==> src/rtl/serial_pkg.sv <==
// Constants shared by the serial shifter and the serial byte collector.
package serial_pkg;

  localparam int SER_WORD_WIDTH = 8;

  typedef enum logic {
    SER_LSB_FIRST = 1'b0,
    SER_MSB_FIRST = 1'b1
  } ser_bit_order_e;

  // The shifter emits bit 0 first; the collector must reassemble in the same order.
  localparam ser_bit_order_e SER_BIT_ORDER = SER_LSB_FIRST;

endpackage

==> src/rtl/serial_bit_counter.sv <==
// Modulo-WIDTH bit counter with enable and synchronous clear; wrap marks the
// edge on which the last bit of a word is taken.
module serial_bit_counter
  import serial_pkg::*;
#(
  parameter  int WIDTH = SER_WORD_WIDTH,
  localparam int CW    = $clog2(WIDTH)
) (
  input  logic          Clock,
  input  logic          reset_b,
  input  logic          enable,
  input  logic          clear,
  output logic [CW-1:0] count,
  output logic          wrap
);

  localparam logic [CW-1:0] LAST = CW'(WIDTH - 1);

  // Combinational so the top can capture the completed word on this same edge.
  assign wrap = enable && !clear && (count == LAST);

  // NOTE: sequential state uses non-blocking assignments so every register
  // samples the pre-edge values of the others, independent of block order.
  always_ff @(posedge Clock or negedge reset_b) begin
    if (!reset_b) begin
      count <= '0;
    end else if (clear) begin
      count <= '0;
    end else if (enable) begin
      count <= wrap ? '0 : count + CW'(1);
    end
  end

endmodule

==> src/rtl/serial_byte_collector.sv <==
// Serial-to-parallel receiver: gathers WIDTH serial bits into a word and offers
// it on data_out with a valid/ack handshake and a sticky overrun flag.
module serial_byte_collector
  import serial_pkg::*;
#(
  parameter  int WIDTH = SER_WORD_WIDTH,
  localparam int CW    = $clog2(WIDTH)
) (
  input  logic             Clock,
  input  logic             reset_b,
  input  logic             serial_in,
  input  logic             shift_enable,
  input  logic             clear,
  input  logic             data_ack,
  output logic [WIDTH-1:0] data_out,
  output logic             data_valid,
  output logic             overrun,
  output logic [CW-1:0]    bit_count
);

  logic             shift_fire;
  logic             word_done;
  logic [WIDTH-2:0] partial;
  logic [WIDTH-1:0] word_next;
  logic [WIDTH-2:0] partial_next;

  assign shift_fire = shift_enable && !clear;

  serial_bit_counter #(
    .WIDTH (WIDTH)
  ) u_bit_counter (
    .Clock   (Clock),
    .reset_b (reset_b),
    .enable  (shift_fire),
    .clear   (clear),
    .count   (bit_count),
    .wrap    (word_done)
  );

  // Only WIDTH-1 bits are ever held: the final bit of a word goes straight
  // into data_out on the edge it arrives, so it never needs a register of its own.
  if (SER_BIT_ORDER == SER_LSB_FIRST) begin : g_lsb_first
    assign word_next    = {serial_in, partial};
    assign partial_next = word_next[WIDTH-1:1];
  end else begin : g_msb_first
    assign word_next    = {partial, serial_in};
    assign partial_next = word_next[WIDTH-2:0];
  end

  always_ff @(posedge Clock or negedge reset_b) begin
    if (!reset_b) begin
      partial <= '0;
    end else if (clear) begin
      partial <= '0;
    end else if (shift_fire) begin
      partial <= partial_next;
    end
  end

  // An ack in the completion cycle frees the slot, so the new word replaces
  // the old one without an overrun.
  always_ff @(posedge Clock or negedge reset_b) begin
    if (!reset_b) begin
      data_out   <= '0;
      data_valid <= 1'b0;
    end else if (word_done && (!data_valid || data_ack)) begin
      data_out   <= word_next;
      data_valid <= 1'b1;
    end else if (data_ack) begin
      data_valid <= 1'b0;
    end
  end

  always_ff @(posedge Clock or negedge reset_b) begin
    if (!reset_b) begin
      overrun <= 1'b0;
    end else if (clear) begin
      overrun <= 1'b0;
    end else if (word_done && data_valid && !data_ack) begin
      overrun <= 1'b1;
    end
  end

endmodule

==> config.mk <==
export PLATFORM = sky130hd
export DESIGN_NAME = serial_byte_collector
export DESIGN_NICKNAME = d
export VERILOG_FILES = /design/src/rtl/serial_pkg.sv /design/src/rtl/serial_bit_counter.sv /design/src/rtl/serial_byte_collector.sv
export SDC_FILE = /design/constraint.sdc
export NUM_CORES = 1
export LEC_CHECK = 0
export CAP_MARGIN = 25
export CORE_ASPECT_RATIO = 2
export CORE_MARGIN = 2
export CORE_UTILIZATION = 31
export CTS_CLUSTER_DIAMETER = 50
export DETAILED_ROUTE_END_ITERATION = 7
export PLACE_DENSITY = 0.63
export SYNTH_ARGS = -nofsm -noshare
export SYNTH_HDL_FRONTEND = slang
export SYNTH_SLANG_ARGS = --single-unit
==> constraint.sdc <==
create_clock -name Clock -period 1.5 [get_ports Clock]
set_input_delay 0.3 -clock Clock [delete_from_list [all_inputs] [get_ports Clock]]
set_output_delay 0.3 -clock Clock [all_outputs]
set_load 0.05 [all_outputs]
After elaboration in Yosys (flattened, before gate mapping) --
Index checks and enable logic that the tools add are counted.
Word-level totals: word-level logic and storage cells 29, output and inout bits 13, register bits 20, input port bits 6
Operators by class: mux-type cells 9, eq/ne operators 1, reduce and logical (&&, ||, !) cells 13, add/subtract/negate cells 1
Operators with widths (count):
- two-way mux 7 bit | 2
- two-way mux 3 bit | 3
- logical AND 1 bit | 6
- nonzero test 2 bit | 3
- two-way mux 1 bit | 4
- adder 3 x 1 -> 3 bit (second input constant) | 1
- == test 3 bit (second input constant) | 1
- logical NOT 1 bit | 3
- logical OR 1 bit | 1

Depth between registers and ports, before layout --
Gate-level depths: netlist of the first run.
depth in word-level cells 8, gate-level depth with buffers 5

Hierarchy --
From an unflattened synthesis of the first run, not the netlist that was laid out.
Unflattened totals: cells, all modules 62, area total of the unflattened synthesis 869.6 um^2
Modules (own cells, without submodules):
- serial_byte_collector | cells each 48, area an instance 703.2 um^2, times used 1
- serial_bit_counter | cells each 14, area an instance 166.4 um^2, times used 1

Worst setup path before layout of the first run --
OpenSTA, ideal clock, no wires.
kind register to register, from register u_bit_counter.count[0], to register data_out[7], clock period less this slack 1.904 ns, path slack -0.404 ns, cell stages (with the launch flop) 6, path buffers 0, arrival time 1.779 ns, cells stage by stage dfrtp_1 -> ha_1 -> ha_1 -> nand2_1 -> nor3_4 -> mux2_2
On the way: cells in the longest elaborated chain, start to end 3
Ends and longest elaborated chain:
- start: declaration | RTL line serial_bit_counter.sv:13 | output logic [CW-1:0] count,
- start signal: assignment | RTL line serial_bit_counter.sv:30 | count <= wrap ? '0 : count + CW'(1);
- == test 3 bit | RTL line serial_bit_counter.sv:20 | assign wrap = enable && !clear && (count == LAST);
- logical AND 1 bit | RTL line serial_bit_counter.sv:20
- logical AND 1 bit | RTL line serial_byte_collector.sv:66 | end else if (word_done && (!data_valid || data_ack)) begin
- end signal: assignment | RTL line serial_byte_collector.sv:67 | data_out <= word_next;
- end: declaration | RTL line serial_byte_collector.sv:15 | output logic [WIDTH-1:0] data_out,
No other way between the ends. A chain may end at the register's enable or synchronous reset.

Final worst setup path of the first run --
from register u_bit_counter.count[0], to register data_out[3]
Same word-level chain as after synthesis.

==> run_results.csv, run 1 <==
group,metric,value,unit
die,ios,19,
drt,route.detailed.drc,0,
synthesis,yosysSeqAreaShare,61.44,%
status,outcome,"finished clean",
synthesis,synthAdderAreaFrac,3.072,%
synthesis,ys_seq_elements,20,
clock_network,cts_num_sinks,20,
synthesis,synth_mux_area_share,22.12,%
critical_path,cp-start-kind,"flip-flop",
synthesis,synthDistinctLibCells,15,
critical_path,required,1650,ps
die,die_w,40.25,um
clock_network,cts-root-buf,"clkbuf_8",
clock_network,worstSkewPairLatency,260,ps
sta,post-route-period-util,97.48,%
placement,dpl_worst_slack,-164.5,ps
critical_path,rr_startpoint,"u_bit_counter.count[0]$_DFFE_PN0P_",
global_route,antenna_found_initial,0,
drt,detail-route-antenna-nets,0,
drt,avgRoutedWirePerCell,13.56,um
layout,syn2layout_area_growth,63.29,%
critical_path,reg2reg_slack,40,ps
layout,antenna_cells,0,
die,dieArea,3078,um2
critical_path,path_delay_family,"flip-flops",
die,die_h,76.49,um
sta,fmax,0.6839,GHz
critical_path,ff2ff_path_depth,6,
critical_path,critPathKind,"flip-flop to flip-flop",
clock_network,cts_buffer_depth,2,
synthesis,synth-simple-area-share,9.985,%
clock_network,post_cts_buffers,0,
synthesis,synth_xor_area_share,0,%
sta,clock_skew,1.802,ps
sta,rsz0062_at_grt,"yes",
critical_path,max_stage_delay,390,ps
placement,hpwl,1.099,mm
die,initial_utilization,32.10,%
sta,relSlewSlack,76.95,%
critical_path,cpMostUsedCell,"ha_4",
critical_path,cp_num_buf_inv,1,
drt,drt_iter0_drc,6,
critical_path,path_cells,"ha_4 > ha_4 > nand2_4 > nor3_4 > buf_12 > mux2_2",
clock_network,numCtsBuffers,3,
global_route,grt_pass1_vias,606,
layout,layout.nets,96,
layout,final_common_cell,"dfrtp_1",
critical_path,path_max_fanout,8,
synthesis,synth_nets,68,
sta,slew_violations,0,
power,max-vdd-ir-drop,0.6406,mV
die,core_area,2537,um2
drt,viasPerCell,4.687,
run,maxCapViolCount,0,
synthesis,yosysWarnings,0,
clock_network,cts_tree,"done",
sta,fin_ws,37.87,ps
synthesis,synth_top_family_by_area,"multiplexers",
sta,hold_violations,0,
critical_path,cp-startpoint,"u_bit_counter.count[0]$_DFFE_PN0P_",
critical_path,critPathArrivalTime,1610,ps
critical_path,critPathSlowestCell,"dfrtp_2",
power,powerDensity,811.9,nW/um2
clock_network,hold_buffers,0,
power,power,0.001080,W
drt,first_pass_iters,2,
sta,worstMarginPinSlew,345.1,ps
global_route,grtUsageTotal,12.30,%
clock_network,h-tree-depth,1,
power,leakagePower,0.6191,nW
critical_path,r2r-end,"data_out[3]$_DFFE_PN0P_",
global_route,overflow,0,
clock_network,clk_pin_slew,70,ps
global_route,grt_max_degree,21,
placement,place.gp.congestion,0.6807,
drt,wl,1.559,mm
die,fp-row-count,26,
critical_path,critical_path_depth,6,
synthesis,synth-compound-area-share,2.304,%
drt,vias,539,
layout,drive_gt1_share,44.83,%
layout,mostFrequentLayoutCells,"dfrtp_1 (17), buf_12 (14), nor2_1 (11)",
critical_path,endpoint_kind,"flip-flop",
synthesis,syn_area,814.5,um2
worst_hold_path,hold_path.class,"input port to asynchronous set/reset pin",
critical_path,cp-endpoint,"data_out[3]$_DFFE_PN0P_",
placement,place.port_buffers,18,
synthesis,syn_area_per_cell,13.58,um2
synthesis,synthCells,60,
layout,fill_cells,211,
global_route,grt_pass1_wl,2.615,mm
sta,period_minus_slack,1462,ps
sta,setup_viol,0,
==> cells in the mapped netlist <==
master / count / area share [%]
a21oi_1: 1 / 0.61
a31oi_1: 1 / 0.77
buf_2: 1 / 0.61
clkbuf_1: 1 / 0.46
dfrtp_1: 20 / 61
ha_1: 2 / 3.1
mux2_2: 8 / 11
mux2i_1: 9 / 11
nand2_1: 1 / 0.46
nand2b_1: 1 / 0.77
nand3b_1: 1 / 0.92
nor2_1: 11 / 5.1
nor2b_1: 1 / 0.77
nor3_4: 1 / 2.0
o21bai_1: 1 / 0.92
==> routing by layer <==
layer	vias up	GRT usage, %	part of all wire, %
met2	8	19.52	58
met5	-	0	0
li1	261	-	-
met3	4	1.749	2.0
met4	0	9.000	2.7
met1	266	13.60	37
==> flip-flops by register name (all words and copies together) (netlist names) <==
register             count
data_out                 8
u_bit_counter.count      3
partial                  7
overrun                  1
data_valid               1
==> through the flow <==
step / hold slack, ps / cell area [um2] / TNS, ps / utilization (%) / cells
3_3_place_gp: 501.3 / 1256 / -1120 / 49.51 / 111
2_1_floorplan: 4.409 / 854.6 / -1362 / - / 60
4_1_cts: 377.6 / 1311 / 0 / 51.68 / 115
5_1_grt: 397.1 / 1330 / -16.02 / 52.42 / 115
3_5_place_dp: 501.2 / 1256 / -1220 / 49.51 / 111
6_report: 368.1 / 1330 / 0 / 52.42 / 115
==> power breakdown <==
| group | total [W] | internal, W | switching [W] | leakage, nW |
|---|---|---|---|---|
| sequential | 0.000556 | 0.000548 | 0.00000802 | 0.272 |
| clock | 0.000410 | 0.000234 | 0.000176 | 0.0288 |
| combinational | 0.000114 | 0.0000563 | 0.0000578 | 0.318 |
==> worst min path at each step <==
stage | startpoint | end | cells past startpoint
2_1_floorplan | reset_b | data_out[0]$_DFFE_PN0P_ | 0
5_1_grt | reset_b | data_out[1]$_DFFE_PN0P_ | 2
6_report | reset_b | data_out[1]$_DFFE_PN0P_ | 2
3_3_place_gp | partial[0]$_DFFE_PN0P_ | data_out[0]$_DFFE_PN0P_ | 1
4_1_cts | reset_b | data_out[1]$_DFFE_PN0P_ | 2
3_5_place_dp | partial[0]$_DFFE_PN0P_ | data_out[0]$_DFFE_PN0P_ | 1
==> area by class of cell <==
| class | instances | area, um2 | share of cell area [%] |
|---|---|---|---|
| tap | 28 | 35.03 | 2.634 |
| multi-input combinational | 38 | 360.3 | 27.09 |
| sequential | 20 | 504.2 | 37.91 |
| clock buffer | 4 | 55.05 | 4.139 |
| timing repair buffer | 25 | 375.4 | 28.22 |
==> worst reg2reg max path, cell delays in order, from the launching register on <==
cell     delay [ps]
dfrtp_2         390
ha_4            140
ha_4            140
nand2_4          50
nor3_4          150
buf_12          160
mux2_2          330
==> logic make-up after synthesis <==
logic type               after synthesis
flip-flops                            20
multiplexers                          17
adder cells (fa/ha/maj)                2
AO/OA/AOI/OAI                          3
buffers and inverters                  2
AND/OR/NAND/NOR                       16
==> repair_timing <==
action	CTS	global route
hold endpoints to repair	0	0
gates resized for setup	0	5
setup endpoints to repair	0	5
(Power assumes the default switching activity.)
==> inputs of run 2 (changes only) <==
- ABC_CLOCK_PERIOD_IN_PS: not set -> 1500
==> results of run 2 <==
The final DEF is identical to that of run 1; final timing and power are the same.
